[config.mk]
export PLATFORM = sky130hd
export DESIGN_NAME = jedro_1_mem_arbiter_flat
export DESIGN_NICKNAME = d
export VERILOG_FILES = /design/src/rtl/jedro_1_mem_arbiter_pkg.sv /design/src/rtl/jedro_1_mem_arbiter_if.sv /design/src/rtl/jedro_1_mem_arbiter_prio.sv /design/src/rtl/jedro_1_mem_arbiter.sv /design/src/flat_wrapper.sv
export SDC_FILE = /design/constraint.sdc
export NUM_CORES = 1
export LEC_CHECK = 0
export BUFFER_PORTS_ARGS = -buffer_cell sky130_fd_sc_hd__clkbuf_2
export CAP_MARGIN = 30
export CORE_AREA = 4 4 104 106
export CTS_CLUSTER_DIAMETER = 40
export DETAILED_ROUTE_END_ITERATION = 12
export DIE_AREA = 0 0 108 110
export SYNTH_ARGS = -nofsm -noshare
export SYNTH_HDL_FRONTEND = slang
export SYNTH_SLANG_ARGS = --single-unit
[constraint.sdc]
create_clock -name clk_i -period 2.2 [get_ports clk_i]
set_clock_uncertainty 0.2 [all_clocks]
set_input_delay 0.22 -clock clk_i [delete_from_list [all_inputs] [get_ports clk_i]]
set_output_delay 0.22 -clock clk_i [all_outputs]
set_load 0.05 [all_outputs]
[src/rtl/jedro_1_mem_arbiter_pkg.sv]
// Shared types and defaults for the jedro_1 instruction/data memory arbiter.
// Holds the response-owner encoding and the default starvation bound.
package jedro_1_mem_arb_pkg;

    typedef enum logic [1:0] {
        OWNER_NONE = 2'd0,
        OWNER_IFU  = 2'd1,
        OWNER_LSU  = 2'd2
    } owner_e;

    localparam int unsigned DEFAULT_STARVE_LIMIT = 4;

    // Counter width able to hold 0..limit; never narrower than one bit.
    function automatic int unsigned starve_cnt_width(input int unsigned limit);
        return (limit < 1) ? 1 : $clog2(limit + 1);
    endfunction

endpackage

[src/rtl/jedro_1_mem_arbiter_if.sv]
// Bus bundle between the IFU, the LSU, the single-port memory and the arbiter.
// Signal suffixes are written from the arbiter's point of view.
interface jedro_1_mem_arbiter_if #(
    parameter int unsigned ADDR_WIDTH = 32,
    parameter int unsigned DATA_WIDTH = 32
);
    localparam int unsigned BE_WIDTH = DATA_WIDTH / 8;

    logic                  ifu_req_i;
    logic [ADDR_WIDTH-1:0] ifu_addr_i;
    logic                  ifu_gnt_o;
    logic                  ifu_rvalid_o;
    logic [DATA_WIDTH-1:0] ifu_rdata_o;

    logic                  lsu_req_i;
    logic                  lsu_we_i;
    logic [BE_WIDTH-1:0]   lsu_be_i;
    logic [ADDR_WIDTH-1:0] lsu_addr_i;
    logic [DATA_WIDTH-1:0] lsu_wdata_i;
    logic                  lsu_gnt_o;
    logic                  lsu_rvalid_o;
    logic [DATA_WIDTH-1:0] lsu_rdata_o;

    logic                  mem_en_o;
    logic [BE_WIDTH-1:0]   mem_we_o;
    logic [ADDR_WIDTH-1:0] mem_addr_o;
    logic [DATA_WIDTH-1:0] mem_wdata_o;
    logic [DATA_WIDTH-1:0] mem_rdata_i;

    modport slave (
        input  ifu_req_i, ifu_addr_i,
        output ifu_gnt_o, ifu_rvalid_o, ifu_rdata_o,
        input  lsu_req_i, lsu_we_i, lsu_be_i, lsu_addr_i, lsu_wdata_i,
        output lsu_gnt_o, lsu_rvalid_o, lsu_rdata_o,
        output mem_en_o, mem_we_o, mem_addr_o, mem_wdata_o,
        input  mem_rdata_i
    );

    modport master (
        output ifu_req_i, ifu_addr_i,
        input  ifu_gnt_o, ifu_rvalid_o, ifu_rdata_o,
        output lsu_req_i, lsu_we_i, lsu_be_i, lsu_addr_i, lsu_wdata_i,
        input  lsu_gnt_o, lsu_rvalid_o, lsu_rdata_o,
        input  mem_en_o, mem_we_o, mem_addr_o, mem_wdata_o,
        output mem_rdata_i
    );

endinterface

[src/rtl/jedro_1_mem_arbiter_prio.sv]
// Grant selection between IFU and LSU: LSU has priority, but a waiting IFU
// is forced through after STARVE_LIMIT consecutive LSU grants.
module jedro_1_arb_prio
    import jedro_1_mem_arb_pkg::*;
#(
    parameter int unsigned STARVE_LIMIT = DEFAULT_STARVE_LIMIT
) (
    input  logic   clk_i,
    input  logic   rst_i,
    input  logic   ifu_req_i,
    input  logic   lsu_req_i,
    output logic   ifu_gnt_o,
    output logic   lsu_gnt_o,
    output owner_e winner_o
);

    localparam int unsigned CNT_W = starve_cnt_width(STARVE_LIMIT);
    localparam logic [CNT_W-1:0] LIMIT = CNT_W'(STARVE_LIMIT);

    logic [CNT_W-1:0] starve_cnt_d;
    logic [CNT_W-1:0] starve_cnt_q;
    logic             ifu_wins;

    function automatic logic [CNT_W-1:0] sat_inc(input logic [CNT_W-1:0] v);
        return (v >= LIMIT) ? LIMIT : v + CNT_W'(1);
    endfunction

    always_comb begin
        ifu_wins  = ifu_req_i && (!lsu_req_i || (starve_cnt_q == LIMIT));
        ifu_gnt_o = !rst_i && ifu_wins;
        lsu_gnt_o = !rst_i && lsu_req_i && !ifu_wins;

        winner_o = OWNER_NONE;
        if (ifu_gnt_o) begin
            winner_o = OWNER_IFU;
        end else if (lsu_gnt_o) begin
            winner_o = OWNER_LSU;
        end

        // Only an LSU grant that overtakes a waiting IFU extends the run;
        // an IFU grant or an idle IFU ends it.
        starve_cnt_d = '0;
        if (ifu_req_i && lsu_gnt_o) begin
            starve_cnt_d = sat_inc(starve_cnt_q);
        end
    end

    always_ff @(posedge clk_i) begin
        if (rst_i) begin
            starve_cnt_q <= '0;
        end else begin
            starve_cnt_q <= starve_cnt_d;
        end
    end

endmodule

[src/rtl/jedro_1_mem_arbiter.sv]
// Single-port memory arbiter for the jedro_1 core: muxes the winning request
// onto the memory and routes the one-cycle-late read data back to its owner.
module jedro_1_mem_arbiter
    import jedro_1_mem_arb_pkg::*;
#(
    parameter int unsigned ADDR_WIDTH   = 32,
    parameter int unsigned DATA_WIDTH   = 32,
    parameter int unsigned STARVE_LIMIT = DEFAULT_STARVE_LIMIT
) (
    input logic                  clk_i,
    input logic                  rst_i,
    jedro_1_mem_arbiter_if.slave bus
);

    localparam int unsigned BE_WIDTH = DATA_WIDTH / 8;

    logic                  ifu_gnt;
    logic                  lsu_gnt;
    owner_e                winner;
    owner_e                owner_d;
    owner_e                owner_q;
    logic [ADDR_WIDTH-1:0] mem_addr;
    logic [BE_WIDTH-1:0]   mem_we;
    logic [DATA_WIDTH-1:0] mem_wdata;

    jedro_1_arb_prio #(
        .STARVE_LIMIT (STARVE_LIMIT)
    ) u_prio (
        .clk_i     (clk_i),
        .rst_i     (rst_i),
        .ifu_req_i (bus.ifu_req_i),
        .lsu_req_i (bus.lsu_req_i),
        .ifu_gnt_o (ifu_gnt),
        .lsu_gnt_o (lsu_gnt),
        .winner_o  (winner)
    );

    always_comb begin
        mem_addr  = lsu_gnt ? bus.lsu_addr_i : bus.ifu_addr_i;
        mem_wdata = bus.lsu_wdata_i;
        mem_we    = (lsu_gnt && bus.lsu_we_i) ? bus.lsu_be_i : '0;
        owner_d   = winner;

        bus.ifu_gnt_o   = ifu_gnt;
        bus.lsu_gnt_o   = lsu_gnt;
        bus.mem_en_o    = ifu_gnt || lsu_gnt;
        bus.mem_we_o    = mem_we;
        bus.mem_addr_o  = mem_addr;
        bus.mem_wdata_o = mem_wdata;

        // Gating with rst_i drops a response whose access was cut by reset.
        bus.ifu_rvalid_o = !rst_i && (owner_q == OWNER_IFU);
        bus.lsu_rvalid_o = !rst_i && (owner_q == OWNER_LSU);
        bus.ifu_rdata_o  = bus.mem_rdata_i;
        bus.lsu_rdata_o  = bus.mem_rdata_i;
    end

    always_ff @(posedge clk_i) begin
        if (rst_i) begin
            owner_q <= OWNER_NONE;
        end else begin
            owner_q <= owner_d;
        end
    end

endmodule

[src/flat_wrapper.sv]
// flat-port wrapper written by rule: the top's interface ports become plain ports
module jedro_1_mem_arbiter_flat import jedro_1_mem_arb_pkg::*;
#(
    parameter int unsigned ADDR_WIDTH   = 32,
    parameter int unsigned DATA_WIDTH   = 32,
    parameter int unsigned STARVE_LIMIT = DEFAULT_STARVE_LIMIT
)
  (clk_i, rst_i, bus_ifu_req_i, bus_ifu_addr_i, bus_ifu_gnt_o, bus_ifu_rvalid_o, bus_ifu_rdata_o, bus_lsu_req_i, bus_lsu_we_i, bus_lsu_be_i, bus_lsu_addr_i, bus_lsu_wdata_i, bus_lsu_gnt_o, bus_lsu_rvalid_o, bus_lsu_rdata_o, bus_mem_en_o, bus_mem_we_o, bus_mem_addr_o, bus_mem_wdata_o, bus_mem_rdata_i);
  jedro_1_mem_arbiter_if #(.ADDR_WIDTH(ADDR_WIDTH), .DATA_WIDTH(DATA_WIDTH)) bus_i ();
  input logic clk_i;
  input logic rst_i;
  input wire logic [$bits(bus_i.ifu_req_i)-1:0] bus_ifu_req_i;
  input wire logic [$bits(bus_i.ifu_addr_i)-1:0] bus_ifu_addr_i;
  output wire logic [$bits(bus_i.ifu_gnt_o)-1:0] bus_ifu_gnt_o;
  output wire logic [$bits(bus_i.ifu_rvalid_o)-1:0] bus_ifu_rvalid_o;
  output wire logic [$bits(bus_i.ifu_rdata_o)-1:0] bus_ifu_rdata_o;
  input wire logic [$bits(bus_i.lsu_req_i)-1:0] bus_lsu_req_i;
  input wire logic [$bits(bus_i.lsu_we_i)-1:0] bus_lsu_we_i;
  input wire logic [$bits(bus_i.lsu_be_i)-1:0] bus_lsu_be_i;
  input wire logic [$bits(bus_i.lsu_addr_i)-1:0] bus_lsu_addr_i;
  input wire logic [$bits(bus_i.lsu_wdata_i)-1:0] bus_lsu_wdata_i;
  output wire logic [$bits(bus_i.lsu_gnt_o)-1:0] bus_lsu_gnt_o;
  output wire logic [$bits(bus_i.lsu_rvalid_o)-1:0] bus_lsu_rvalid_o;
  output wire logic [$bits(bus_i.lsu_rdata_o)-1:0] bus_lsu_rdata_o;
  output wire logic [$bits(bus_i.mem_en_o)-1:0] bus_mem_en_o;
  output wire logic [$bits(bus_i.mem_we_o)-1:0] bus_mem_we_o;
  output wire logic [$bits(bus_i.mem_addr_o)-1:0] bus_mem_addr_o;
  output wire logic [$bits(bus_i.mem_wdata_o)-1:0] bus_mem_wdata_o;
  input wire logic [$bits(bus_i.mem_rdata_i)-1:0] bus_mem_rdata_i;
  assign bus_i.ifu_req_i = bus_ifu_req_i;
  assign bus_i.ifu_addr_i = bus_ifu_addr_i;
  assign bus_ifu_gnt_o = bus_i.ifu_gnt_o;
  assign bus_ifu_rvalid_o = bus_i.ifu_rvalid_o;
  assign bus_ifu_rdata_o = bus_i.ifu_rdata_o;
  assign bus_i.lsu_req_i = bus_lsu_req_i;
  assign bus_i.lsu_we_i = bus_lsu_we_i;
  assign bus_i.lsu_be_i = bus_lsu_be_i;
  assign bus_i.lsu_addr_i = bus_lsu_addr_i;
  assign bus_i.lsu_wdata_i = bus_lsu_wdata_i;
  assign bus_lsu_gnt_o = bus_i.lsu_gnt_o;
  assign bus_lsu_rvalid_o = bus_i.lsu_rvalid_o;
  assign bus_lsu_rdata_o = bus_i.lsu_rdata_o;
  assign bus_mem_en_o = bus_i.mem_en_o;
  assign bus_mem_we_o = bus_i.mem_we_o;
  assign bus_mem_addr_o = bus_i.mem_addr_o;
  assign bus_mem_wdata_o = bus_i.mem_wdata_o;
  assign bus_i.mem_rdata_i = bus_mem_rdata_i;
  jedro_1_mem_arbiter #(.ADDR_WIDTH(ADDR_WIDTH), .DATA_WIDTH(DATA_WIDTH), .STARVE_LIMIT(STARVE_LIMIT)) u_core (.clk_i(clk_i), .rst_i(rst_i), .bus(bus_i));
endmodule
==> run metrics <==
status complete, no violations; core area 9770 um2; Highest Clock Rate 459 MHz; unique cell type count in the Yosys netlist 19; Yosys Warn Count 0; vias in the first global route 1290; first-pass GRT wire length 6640 um; mean post-synth cell area 9.18 um2; fill count 1089; Die Y 110 um; initial antenna violation count 0; synthesized flop and latch total 5; grt ovf 0; Num CTS Buffers 3; I/O Pins 274; Rel. slew slack 80.4%; Final Wtd Congestion 0.745; final std cells w/o fill 319; Post-DRT Antenna Nets 0; clk sinks 5; Vias 1126; sequential area share after synthesis 6.86%; root buffer cell clkbuf_8; period utilisation layout 99.1%; CP Data Required Time 1.78 ns; TNS Setup 0 ns; leading cell type in the layout, fill and taps excluded clkbuf_2; vias per inst 3.53; Syn Std Cell Area 1460 um2; largest net degree at the start of global routing 18; post-synth net total 298; layout cells sized above 1 89.2%; final max-slew violation count 0; fin nets 326; Min-Delay Path Class in2reg; GR Util All Layers 7.19%; CTS max path bufs 2; hold slack 0.0775 ns; cells after synthesis 159; Cells after DPL 307; row count 36; maximum vdd drop 0.453 mV; Critical Path Sink Type output port; max_cap viols 0; Power Dens Cells 412 nW/um2; Final Util 20.2%; Crit Path Class reg2out; clock latency on the worst-skew pair 0.22 ns; DP HPWL 3820 um; diode count 0; RSZ-0062 raised after global routing yes; routed wire length 4830 um; dpl ws 0.0313 ns; CP Data Arrival Time 1.76 ns; CTS tree yes; final setup fails 0; Area growth, synth to finish 35.1%; DRC viols 0; Clock Pin Slew Worst Setup and Hold Paths 0.04 ns; Die Wd 108 um; crit path max fanout 5; final hold violation count 0; DR pass1 iterations 2; IO buf count 113; CTS H-Tree Depth 1; initial DRC count 12; WL per Instance 15.1 um; Initial Util 14.9%; worst slew pin tran 0.290 ns; die footprint 11900 um2; final setup margin 0.0196 ns; Startpoint Class flop; Lkg Pwr 0.000999 uW; Min Clock Period, post-route 2.18 ns; leading cell types in the layout, fill and taps excluded 79 x clkbuf_2, 20 x mux2_4, 18 x buf_8, 12 x mux2_2, 8 x clkbuf_8
## worst paths after layout
check,start,to,slack (ns),depth (start not counted)
worst max-delay path,u_core.u_prio.starve_cnt_q[1],bus_mem_addr_o[3],0.02,7
worst min-delay path,bus_lsu_req_i,u_core.owner_q[0],0.08,2
worst max register to register,u_core.u_prio.starve_cnt_q[1],u_core.u_prio.starve_cnt_q[2],0.53,8
worst min register to register,u_core.u_prio.starve_cnt_q[0],u_core.u_prio.starve_cnt_q[0],0.33,2
## cell usage after synthesis
cell type / n / area (um2)
nand2_1: 1 / 3.75
nand2b_4: 1 / 13.8
a31oi_1: 1 / 6.26
and3_1: 4 / 25.0
inv_1: 3 / 11.3
o211a_1: 1 / 10.0
o21ba_2: 1 / 10.0
nor4b_1: 2 / 17.5
a31oi_4: 1 / 21.3
dfxtp_1: 5 / 100
buf_6: 2 / 22.5
buf_4: 97 / 728
buf_12: 1 / 20.0
nand2b_1: 1 / 6.26
nor3b_1: 2 / 15.0
mux2_4: 14 / 210
a21oi_1: 2 / 10.0
ha_1: 2 / 25.0
mux2_2: 18 / 203
## power breakdown
group / switching [uW] / total [uW] / leakage (uW) / internal, uW
registers: 1.57 / 95.7 / 0.0000418 / 94.1
logic: 290 / 548 / 0.000934 / 258
clock network: 44.4 / 169 / 0.0000228 / 124
total: 336 / 813 / 0.000999 / 477
## worst max-delay path, stage by stage, from the launching register on
cell and delay (ns):
dfxtp_2 0.32, inv_2 0.04, ha_4 0.16, a31oi_4 0.25, buf_12 0.16, buf_16 0.12, mux2_4 0.31, clkbuf_16 0.17
## layer usage
layer	vias to the layer above	wire [um]	track usage, %
met5	-	0	0
met4	0	162	2.25
met3	26	924	4.95
met2	143	2360	13.1
met1	475	1380	6.31
li1	482	-	-
## repair_timing
item | in CTS | in global routing
setup buffers | 7 | 2
pin swaps | 2 | 1
gates cloned | 2 | 0
endpoints found under the setup margin | 36 | 32
gates resized for setup | 64 | 41
hold buffers | 0 | 0
## area by class of cell
cell class                 instances  area [um2]  area share [%]
timing repair buffer             123        1030            52.4
multi-input combinational         51         612            31.0
tap                              133         166            8.44
sequential                         5         103            5.21
clock buffer                       4        45.0            2.29
inverter                           3        11.3           0.571
## state kept, by name, summed over array words and instances (netlist names)
register and cells:
u_core.owner_q 2, u_core.u_prio.starve_cnt_q 3
## logic make-up after synthesis
logic type,after synthesis,synth area share (%)
adders and majority gates,2,1.71
DFF,5,6.86
and+or+nand+nor,11,5.57
AOI/OAI and AO/OA,6,3.95
muxes,32,28.3
buffers and inverters,103,53.6
## metrics by stage
stage | area [um2] | power [uW]
final | 1970 | 813
after global routing | 1970 | 854
after CTS | 1920 | 790
after detailed placement | 1490 | 517
after global placement | 1490 | 514
after floorplan | 1460 | 859
No activity file was read; power rests on OpenSTA's default activity.
